File: config.mk
export PLATFORM = sky130hd
export DESIGN_NAME = seven_segment_scan_driver_flat
export DESIGN_NICKNAME = d
export VERILOG_FILES = /design/src/rtl/seven_segment_scan_driver_if.sv /design/src/rtl/seven_segment_scan_driver.sv /design/src/flat_wrapper.sv
export SDC_FILE = /design/constraint.sdc
export NUM_CORES = 1
export LEC_CHECK = 0
export CAP_MARGIN = 20
export CORE_MARGIN = 5
export CORE_UTILIZATION = 57
export CTS_CLUSTER_DIAMETER = 60
export DETAILED_ROUTE_END_ITERATION = 6
export PLACE_DENSITY = 0.84
export SYNTH_ARGS = -nofsm -noshare
export SYNTH_HDL_FRONTEND = slang
export SYNTH_SLANG_ARGS = --single-unit
File: constraint.sdc
create_clock -name clk -period 3.1 [get_ports clk]
set_clock_uncertainty 0.1 [all_clocks]
set_input_delay 0.62 -clock clk [delete_from_list [all_inputs] [get_ports clk]]
set_output_delay 0.62 -clock clk [all_outputs]
set_load 0.1 [all_outputs]
File: src/rtl/seven_segment_scan_driver_if.sv
// Display-driver bus: shadow-load inputs from the datapath and the multiplexed pin outputs.
// master = datapath/bench side, slave = the scan driver.
interface seven_segment_scan_driver_if #(
    parameter int unsigned DIGITS = 4
);
    logic                  load;
    logic [4*DIGITS-1:0]   value;
    logic [DIGITS-1:0]     dp;
    logic [DIGITS-1:0]     blank;
    logic [6:0]            seg;
    logic                  dp_out;
    logic [DIGITS-1:0]     an;

    modport master (
        output load, value, dp, blank,
        input  seg, dp_out, an
    );

    modport slave (
        input  load, value, dp, blank,
        output seg, dp_out, an
    );
endinterface

File: src/rtl/seven_segment_scan_driver.sv
// Multiplexed N-digit hex seven-segment driver with guard interval, blanking and decimal points.
// Optional LEADING_ZERO_SUPPRESS_EN: digits above the most significant nonzero nibble go dark.
module seven_segment_scan_driver #(
    parameter int unsigned DIGITS      = 4,
    parameter int unsigned REFRESH_DIV = 50000,
    parameter int unsigned GUARD       = 1
) (
    input  logic                         clk,
    input  logic                         reset,
    seven_segment_scan_driver_if.slave   bus
);
    localparam int unsigned CNT_W = (REFRESH_DIV > 1) ? $clog2(REFRESH_DIV) : 1;
    localparam int unsigned IDX_W = (DIGITS > 1) ? $clog2(DIGITS) : 1;
    localparam int unsigned VAL_W = 4 * DIGITS;

    logic [VAL_W-1:0]  sh_value;
    logic [DIGITS-1:0] sh_dp;
    logic [DIGITS-1:0] sh_blank;
    logic [CNT_W-1:0]  cnt;
    logic [IDX_W-1:0]  idx;

    logic [6:0]        seg_q;
    logic              dp_out_q;
    logic [DIGITS-1:0] an_q;

    logic [DIGITS-1:0] dark;
    logic [3:0]        cur_nib;
    logic              guard_phase;

    function automatic logic [6:0] decode(input logic [3:0] nib);
        logic [6:0] s;
        case (nib)
            4'h0: s = 7'h3F;
            4'h1: s = 7'h06;
            4'h2: s = 7'h5B;
            4'h3: s = 7'h4F;
            4'h4: s = 7'h66;
            4'h5: s = 7'h6D;
            4'h6: s = 7'h7D;
            4'h7: s = 7'h07;
            4'h8: s = 7'h7F;
            4'h9: s = 7'h6F;
            4'hA: s = 7'h77;
            4'hB: s = 7'h7C;
            4'hC: s = 7'h39;
            4'hD: s = 7'h5E;
            4'hE: s = 7'h79;
            default: s = 7'h71;
        endcase
        return s;
    endfunction

    // Shadow copy of the displayed value; reset wins over a simultaneous load.
    always_ff @(posedge clk) begin
        if (reset) begin
            sh_value <= '0;
            sh_dp    <= '0;
            sh_blank <= '0;
        end else if (bus.load) begin
            sh_value <= bus.value;
            sh_dp    <= bus.dp;
            sh_blank <= bus.blank;
        end
    end

    // Slot prescaler and digit index; blanking never touches this timing.
    always_ff @(posedge clk) begin
        if (reset) begin
            cnt <= '0;
            idx <= '0;
        end else if (cnt == CNT_W'(REFRESH_DIV - 1)) begin
            cnt <= '0;
            idx <= (idx == IDX_W'(DIGITS - 1)) ? '0 : idx + IDX_W'(1);
        end else begin
            cnt <= cnt + CNT_W'(1);
        end
    end

`ifdef LEADING_ZERO_SUPPRESS_EN
    logic seen_nonzero;

    // Digits above the top nonzero nibble are dark; digit 0 always stays eligible.
    always_comb begin
        dark         = sh_blank;
        seen_nonzero = 1'b0;
        for (int i = DIGITS - 1; i >= 1; i--) begin
            if (sh_value[4*i +: 4] != 4'h0) seen_nonzero = 1'b1;
            if (!seen_nonzero) dark[i] = 1'b1;
        end
    end
`else
    always_comb begin
        dark = sh_blank;
    end
`endif

    always_comb begin
        cur_nib = sh_value[4*int'(idx) +: 4];
    end

    assign guard_phase = (32'(cnt) < GUARD);

    // Registered pin outputs, computed from the state held before this edge.
    always_ff @(posedge clk) begin
        if (reset) begin
            an_q     <= '0;
            seg_q    <= '0;
            dp_out_q <= 1'b0;
        end else if (guard_phase || dark[idx]) begin
            an_q     <= '0;
            seg_q    <= '0;
            dp_out_q <= 1'b0;
        end else begin
            an_q     <= DIGITS'(1) << idx;
            seg_q    <= decode(cur_nib);
            dp_out_q <= sh_dp[idx];
        end
    end

    assign bus.an     = an_q;
    assign bus.seg    = seg_q;
    assign bus.dp_out = dp_out_q;
endmodule
File: src/flat_wrapper.sv
// flat-port wrapper written by rule: the top's interface ports become plain ports
module seven_segment_scan_driver_flat 
#(
    parameter int unsigned DIGITS      = 4,
    parameter int unsigned REFRESH_DIV = 50000,
    parameter int unsigned GUARD       = 1
)
  (clk, reset, bus_load, bus_value, bus_dp, bus_blank, bus_seg, bus_dp_out, bus_an);
  seven_segment_scan_driver_if #(.DIGITS(DIGITS)) bus_i ();
  input  logic clk;
  input  logic reset;
  input wire logic [$bits(bus_i.load)-1:0] bus_load;
  input wire logic [$bits(bus_i.value)-1:0] bus_value;
  input wire logic [$bits(bus_i.dp)-1:0] bus_dp;
  input wire logic [$bits(bus_i.blank)-1:0] bus_blank;
  output wire logic [$bits(bus_i.seg)-1:0] bus_seg;
  output wire logic [$bits(bus_i.dp_out)-1:0] bus_dp_out;
  output wire logic [$bits(bus_i.an)-1:0] bus_an;
  assign bus_i.load = bus_load;
  assign bus_i.value = bus_value;
  assign bus_i.dp = bus_dp;
  assign bus_i.blank = bus_blank;
  assign bus_seg = bus_i.seg;
  assign bus_dp_out = bus_i.dp_out;
  assign bus_an = bus_i.an;
  seven_segment_scan_driver #(.DIGITS(DIGITS), .REFRESH_DIV(REFRESH_DIV), .GUARD(GUARD)) u_core (.clk(clk), .reset(reset), .bus(bus_i));
endmodule
==> metrics <==
routed vias/inst 5.56; final core utilization 69.4%; CTS tree built; Clock power frac 31.8%; Hold WC Path Type reg -> reg; syn avg cell area 9.98 um2; peak supply drop 0.000265 V; drt total wl 4.85 mm; Tmin final 2.25 ns; Crit. End Element flop; Die X-Extent 76.8 um; RePlAce Congestion 0.820; RSZ-0062 raised after global routing no; Worst setup SP type flop; WP data arrival 2.38 ns; synth warn 0; Clock transition at path regs 0.09 ns; Yosys reg bits 54; max_cap viols 0; worst slack at placement 0.896 ns; Power Internal 1060 uW; synth top area cells dfxtp_1 42%, mux2i_1 13%, nor2_1 6.1%; fin crit share 72.6%; Fin Setup TNS 0 ns; first-pass GRT wire length 8.25 mm; cts hold-fix bufs 0; CTS buffer count 5; Die Area 0.00590 mm2; setup bufs post-CTS 0; Clock Tree Buf Depth 2; Detailed Place HPWL 3.66 mm; Worst-Skew Late Latency 0.30 ns; PortBufs 38; P_sw 391 uW; # nets final 327; post-cts gate resize count 0; Static Leak 0.00120 uW; Placement Rows 24; count of final setup violators 0; drt first-iter violations 109; Distinct cells, synth 46; register area share after synthesis 42.5%; Setup WS post-layout 0.850 ns; asr flop ratio synth 0%; core area 0.00435 mm2; clk sink count 54; syn nets 292; grt ovf 0; antenna violations before repair 0; Clock Tree Root clkbuf_8; highest clock rate 0.444 GHz; CP max FO 16; routed len/inst 14.1 um; Area Growth Syn to Fin 18.7%; drt pass-1 iters 4; Initial Util 58.4%; number of top-level pins 39; Worst Max-Slew Pin Slew 0.639 ns; area of the mapped netlist 0.00254 mm2; Final Slew Violations 0; Routed Antenna Nets 0; max_slew headroom 57.4%; Power Dens Cells 481 mW/mm2; post-synth top area share 42.5%; switching share of total power 26.9%; H-tree depth 2; CP Data Required Time 3.23 ns; status completed; Comb power frac 17.1%; layout cells sized above 1 13.4%; Die Y 76.8 um; sequential share of power 51.2%; GRT Total Usage 16.7%; top cells by count, synth 54 x dfxtp_1, 41 x nor2_1, 32 x mux2i_1; ys flop type dfxtp_1; Final Hold Viols 0; largest net degree at the start of global routing 25; area leader, netlist dfxtp_1; top-count cell post-synth dfxtp_1; Remaining DRCs 0; Antenna Cells 0; Crit Path Class reg -> reg; Post-synth EDFFs 0; Post-Syn Instances 255; number of global-route vias before repair 1742; routed vias 1907
worst max-delay path: stages (launching register included):
cell,delay (ns)
dfxtp_1,0.74
mux4_2,0.48
ha_1,0.31
nor3b_1,0.25
o21ai_0,0.12
a31oi_1,0.19
metal layers:
metal	share of wire [%]	vias to the layer above	GRT usage [%]
li1	-	969	-
met1	50	897	23.7
met2	45	36	24.8
met3	4.1	5	4.57
met4	0.89	0	4.55
met5	0	-	0
power groups by stage:
stage	registers [uW]	logic (uW)	clock network, uW
after floorplan	832	102	0
after global placement	758	244	0
after detailed placement	759	248	0
after CTS	743	249	469
after global routing	747	265	501
final	743	248	461
logic make-up (layout without fill, tap and decap cells):
group | count (synthesis) | in the layout | synth area share, %
fa+ha+maj | 10 | 10 | 4.92
mux | 39 | 39 | 17.5
flops | 54 | 54 | 42.5
simple gates | 87 | 87 | 17.8
buf+inv | 23 | 59 | 4.28
xor+xnor | 13 | 13 | 4.48
compound gates | 29 | 29 | 8.56
through the flow:
step	cell area, um2	cells	total power (uW)	hold slack, ns
after floorplan	2540	255	934	0.326
final	3020	343	1450	0.378
after CTS	3020	343	1460	0.384
after global routing	3020	343	1510	0.410
after global placement	2910	335	1000	0.340
after detailed placement	2910	335	1010	0.359
layout make-up:
cell class | instances | area [um2]
multi-input combinational | 178 | 1350
fill | 340 | 1330
sequential | 54 | 1080
timing repair buffer | 41 | 373
clock buffer | 6 | 72.6
tap | 52 | 65.1
clock inverter | 2 | 37.5
inverter | 10 | 37.5
placed cells by master (no fill, tap or decap), types with 2 or more instances in the layout:
cell type,n
dfxtp_1,54
nor2_1,41
mux2i_1,32
clkdlybuf4s50_1,26
buf_4,15
inv_1,10
ha_1,10
xnor2_1,8
a21oi_1,7
nand3_1,6
nor3_1,5
nand4_1,5
o21ai_0,5
xor2_1,5
clkbuf_8,5
and3_1,4
or3_1,4
mux4_2,3
nor3b_1,3
a211oi_1,3
and4_1,3
nand2_1,3
nor4b_1,2
nor4_1,2
nor2b_1,2
mux2_2,2
o21ai_2,2
a221oi_1,2
or4_1,2
path summary, 6_finish.rpt:
| path | start | endpoint | slack (ns) | cells after the start |
|---|---|---|---|---|
| hold reg to reg | u_core.cnt[0] | u_core.cnt[0] | 0.38 | 1 |
| setup / recovery | u_core.idx[1] | u_core.bus.seg[0] | 0.85 | 5 |
| hold / removal | u_core.cnt[0] | u_core.cnt[0] | 0.38 | 1 |
| setup reg to reg | u_core.idx[1] | u_core.bus.seg[0] | 0.85 | 5 |
sequential cells by signal (all words and copies together) (netlist names):
register           cells
u_core.bus.an          4
u_core.sh_value       16
u_core.sh_dp           4
u_core.dark            4
u_core.bus.dp_out      1
u_core.bus.seg         7
u_core.cnt            16
u_core.idx             2
No activity file was read; power rests on OpenSTA's default activity.
